## src/rtl/hls_macc_lock_vec.sv

```systemverilog
// Sequential N-lane multiply-accumulate with ap_ctrl_hs handshake and key-masked operands.
// Define MACC_KEY_LOCK_EN to enable operand masking; otherwise the key is ignored.
module hls_macc_lock_vec #(
    parameter int              W     = 8,
    parameter int              N     = 4,
    parameter int              ACC_W = 2*W + $clog2(N),
    parameter int              KEY_W = 2*W,
    parameter logic [KEY_W-1:0] KEY_C = KEY_W'(16'hA55A)
) (
    input  logic               ap_clk,
    input  logic               ap_rst_n,
    input  logic               ap_start,
    output logic               ap_done,
    output logic               ap_idle,
    output logic               ap_ready,
    input  logic [N*W-1:0]     in_a,
    input  logic [N*W-1:0]     in_b,
    input  logic [ACC_W-1:0]   acc_i,
    input  logic [KEY_W-1:0]   working_key,
    output logic [ACC_W-1:0]   out_acc,
    output logic               out_acc_ap_vld
);

    localparam int CNT_W = (N > 1) ? $clog2(N) : 1;

    typedef enum logic [1:0] {
        S_IDLE = 2'd0,
        S_CALC = 2'd1,
        S_DONE = 2'd2
    } state_t;

    state_t             r_state;
    state_t             w_next;

    logic [N*W-1:0]     r_a;
    logic [N*W-1:0]     r_b;
    logic [KEY_W-1:0]   r_key;
    logic [ACC_W-1:0]   r_acc;
    logic [ACC_W-1:0]   r_out;
    logic [CNT_W-1:0]   r_cnt;

    logic [KEY_W-1:0]   w_mask;
    logic [W-1:0]       w_a_eff;
    logic [W-1:0]       w_b_eff;
    logic [ACC_W-1:0]   w_acc_nxt;
    logic               w_last;

    function automatic logic [W-1:0] f_lane(input logic [N*W-1:0] vec,
                                            input logic [CNT_W-1:0] idx);
        return vec[int'(idx)*W +: W];
    endfunction

    // Full-width unsigned product, zero-extended, accumulated modulo 2^ACC_W.
    function automatic logic [ACC_W-1:0] f_mac_wrap(input logic [ACC_W-1:0] acc,
                                                    input logic [W-1:0]     a,
                                                    input logic [W-1:0]     b);
        logic [2*W-1:0] prod;
        prod = {{W{1'b0}}, a} * {{W{1'b0}}, b};
        return acc + ACC_W'(prod);
    endfunction

`ifdef MACC_KEY_LOCK_EN
    assign w_mask = r_key ^ KEY_C;
`else
    logic w_unused_key;
    assign w_unused_key = ^r_key;
    assign w_mask       = '0;
`endif

    assign w_a_eff   = f_lane(r_a, r_cnt) ^ w_mask[W-1:0];
    assign w_b_eff   = f_lane(r_b, r_cnt) ^ w_mask[KEY_W-1:W];
    assign w_acc_nxt = f_mac_wrap(r_acc, w_a_eff, w_b_eff);
    assign w_last    = (r_cnt == CNT_W'(N-1));

    always_ff @(posedge ap_clk or negedge ap_rst_n) begin
        if (!ap_rst_n) begin
            r_state <= S_IDLE;
        end else begin
            r_state <= w_next;
        end
    end

    always_comb begin
        w_next = r_state;
        case (r_state)
            S_IDLE:  if (ap_start) w_next = S_CALC;
            S_CALC:  if (w_last)   w_next = S_DONE;
            S_DONE:  w_next = S_IDLE;
            default: w_next = S_IDLE;
        endcase
    end

    always_comb begin
        ap_idle        = (r_state == S_IDLE);
        ap_done        = (r_state == S_DONE);
        ap_ready       = (r_state == S_DONE);
        out_acc_ap_vld = (r_state == S_DONE);
    end

    // Operands and key are frozen at start so later input changes cannot disturb a run.
    always_ff @(posedge ap_clk or negedge ap_rst_n) begin
        if (!ap_rst_n) begin
            r_a   <= '0;
            r_b   <= '0;
            r_key <= '0;
            r_acc <= '0;
            r_out <= '0;
            r_cnt <= '0;
        end else begin
            case (r_state)
                S_IDLE: begin
                    if (ap_start) begin
                        r_a   <= in_a;
                        r_b   <= in_b;
                        r_key <= working_key;
                        r_acc <= acc_i;
                        r_cnt <= '0;
                    end
                end
                S_CALC: begin
                    r_acc <= w_acc_nxt;
                    if (w_last) begin
                        r_out <= w_acc_nxt;
                        r_cnt <= '0;
                    end else begin
                        r_cnt <= r_cnt + CNT_W'(1);
                    end
                end
                default: ;
            endcase
        end
    end

    assign out_acc = r_out;

endmodule

```

## config.mk

```make
export PLATFORM = sky130hd
export DESIGN_NAME = hls_macc_lock_vec
export DESIGN_NICKNAME = d
export VERILOG_FILES = /design/src/rtl/hls_macc_lock_vec.sv
export SDC_FILE = /design/constraint.sdc
export NUM_CORES = 1
export LEC_CHECK = 0
export ABC_AREA = 1
export BUFFER_PORTS_ARGS = -buffer_cell sky130_fd_sc_hd__buf_2
export CAP_MARGIN = 20
export CORE_UTILIZATION = 58
export CTS_CLUSTER_DIAMETER = 120
export DETAILED_ROUTE_END_ITERATION = 6
export PLACE_DENSITY = 0.79
export SLEW_MARGIN = 20
export SYNTH_ARGS = -nofsm -noshare
export SYNTH_HDL_FRONTEND = slang
export SYNTH_SLANG_ARGS = --single-unit
```

## constraint.sdc

```tcl
create_clock -name ap_clk -period 6 [get_ports ap_clk]
set_input_delay 0.6 -clock ap_clk [delete_from_list [all_inputs] [get_ports ap_clk]]
set_output_delay 0.6 -clock ap_clk [all_outputs]
set_load 0.1 [all_outputs]
```

==> impl_metrics.tcl <==
set metrics [dict create \
    status "complete, no violations" \
    dp.final_hpwl_um 12000 \
    num_vias 6131 \
    end_kind "register" \
    drtIter0Drc 371 \
    cp-start-kind "register" \
    syn_area_per_cell_um2 7.76 \
    routed_wirelength_um 15800 \
    dieArea_um2 13400 \
    drive_gt1_share_pct 16.0 \
    final_cells 1233 \
    drtAntennaViolNets 0 \
    relSlewSlack_pct 44.6 \
    grt_overflow 0 \
    io_pins 123 \
    cts_root_buf "clkbuf_16" \
    ys_seq_elements 104 \
    ctsHoldBuffers 0 \
    rsz0062_at_grt "no" \
    cts-resized-gates 0 \
    post_drt_wl_per_cell_um 12.8 \
    rows 41 \
    arrival_ns 5.61 \
    finalSetupViolCount 0 \
    criticalPathCategory "reg -> reg" \
    clk_transition_reported_paths_ns 0.07 \
    synth.distinct_cells 28 \
    startpoint "r_cnt[1]" \
    tritoncts "done" \
    drc 0 \
    io_buffers 106 \
    drv_cap 0 \
    min_period_ns 5.36 \
    dp_cells 1217 \
    cp.required_ns 6.25 \
    max_freq_ghz 0.187 \
    antenna_found_initial 0 \
    seq_area_frac_synth_pct 34.7 \
    fin_nets 1248 \
    reg2regPathDepth 19 \
    worstReg2RegEnd "r_acc[11]" \
    fin_crit_sh_pct 89.3 \
    tightest_slew_ns 0.831 \
    clock-sinks 104 \
    coreArea_um2 12600 \
    cts_made_buffers 9 \
    final_hold_viol_count 0 \
    diodes 0 \
    setup_tns_ns 0 \
    synth_warnings 0 \
    die_h_um 116 \
    gr-usage-all-layers_pct 26.5 \
    drv_slew 0 \
    drtPass1Iterations 4 \
    hold_slack_ns 0.212 \
    h-tree-depth 3 \
    dieWidth_um 116 \
    grt_pass1_vias 6000 \
    cts_buffer_depth 2 \
    syn_to_final_growth_pct 11.8 \
    initial_core_util_pct 59.4 \
    grt_max_degree 72 \
    hold_class "in -> async" \
    clk_latency_ns 0.36 \
    grt_pass1_wl_um 27400 \
    postSynthCellCount 966 \
    synth_area_um2 7490 \
    path_max_fanout 33 \
    crit_end "r_acc[11]" \
    r2r_slack_ns 0.64 \
    syn_nets 1158 \
    cts_setup_buffers 0 \
    gp_congestion 0.903 \
    fin_skew_ns 0.0107 \
    post_drt_via_cell_ratio 4.97 \
    r2r-start "r_cnt[1]" \
]
[cells in the final DEF, fill, tap and decap left out, drive strengths merged, types with 2 or more instances in the layout]
master    Yosys  layout
nand2       419     419
inv         151     154
buf          30     114
dfrtp       104     104
nor2         67      67
fa           50      50
ha           41      41
a21oi        26      26
o21ai        18      18
a32oi        16      16
nand3        15      15
clkbuf        5      10
xnor2         5       5
a22oi         5       5
xor2          3       3
o211ai        3       3
and2          2       2
nand4         2       2
clkinvlp      0       2
clkinv        1       2
[area by class of cell]
class	count	area (um^2)
sequential	104	2600
fill	1089	4240
timing repair buffer	114	593
tap	172	215
clock buffer	10	239
clock inverter	6	51.3
inverter	152	576
multi-input combinational	675	4100
[worst max-delay path, stage by stage, from the launching register on]
cell,delay [ns]
dfrtp_1,0.40
inv_2,0.55
a21oi_1,0.10
a32oi_2,0.52
nand2_1,0.16
fa_1,0.53
inv_1,0.05
fa_1,0.51
inv_1,0.05
fa_1,0.47
fa_1,0.54
inv_1,0.04
ha_1,0.36
a21oi_1,0.17
nand2_1,0.13
a21oi_1,0.18
xor2_1,0.27
nand2_1,0.08
nand2_1,0.07
nand2_1,0.05
[metal layers]
layer / GRT usage [%] / routed length, um
met5: 0 / 0
met2: 43.6 / 7390
met3: 4.60 / 698
met4: 8.55 / 242
met1: 35.8 / 7480
[stage by stage]
stage               area [um^2]  util [%]  setup slack (ns)
finish                     8380      66.4             0.639
global route               8380      66.4             0.307
CTS                        8380      66.4             0.660
detailed placement         8090      64.1             0.670
global placement           8090      64.1             0.790
floorplan                  7490         -              1.54
[kinds of logic (layout without fill, tap and decap cells)]
logic type	count (synthesis)	in the layout	synth area share (%)
AO/OA/AOI/OAI	69	69	7.62
XOR/XNOR	8	8	0.935
adder cells (fa/ha/maj)	91	91	20.2
buffers and inverters	187	282	10.6
flip-flops	104	104	34.7
AND/OR/NAND/NOR	507	507	25.9
[cell usage after synthesis]
library cell / n / share of area, %
a21o_1: 1 / 0.10
a21oi_1: 26 / 1.7
a22oi_1: 5 / 0.50
a32oi_2: 14 / 3.0
a32oi_4: 2 / 0.73
and2_1: 2 / 0.17
buf_2: 20 / 1.3
buf_4: 4 / 0.40
buf_6: 6 / 0.90
clkbuf_1: 5 / 0.25
clkinv_4: 1 / 0.12
dfrtp_1: 104 / 35
fa_1: 50 / 13
ha_1: 41 / 6.8
inv_1: 131 / 6.6
inv_2: 20 / 1.0
nand2_1: 419 / 21
nand3_1: 15 / 1.0
nand3b_1: 1 / 0.10
nand4_1: 2 / 0.17
nor2_1: 65 / 3.3
nor2_2: 2 / 0.17
o211ai_1: 3 / 0.30
o21ai_0: 16 / 1.1
o21ai_1: 2 / 0.13
or2_0: 1 / 0.084
xnor2_1: 5 / 0.58
xor2_1: 3 / 0.35
[worst min-delay path by stage]
| stage | end | slack, ns | depth (start not counted) |
|---|---|---|---|
| finish | out_acc[1] | 0.21 | 1 |
| global route | r_acc[10] | 0.24 | 1 |
| CTS | out_acc[1] | 0.23 | 1 |
| detailed placement | out_acc[0] | 0.45 | 2 |
| global placement | out_acc[4] | 0.45 | 2 |
| floorplan | out_acc[0] | 0.30 | 0 |
[state kept, by name, indices dropped and copies added, names as in the netlist]
name and flops:
r_cnt 2, r_state 2, r_b 32, out_acc 18
r_a 32, r_acc 18
Power is not shown: default switching activity piles up to over one toggle a cycle in this logic, so the estimate is an artifact.
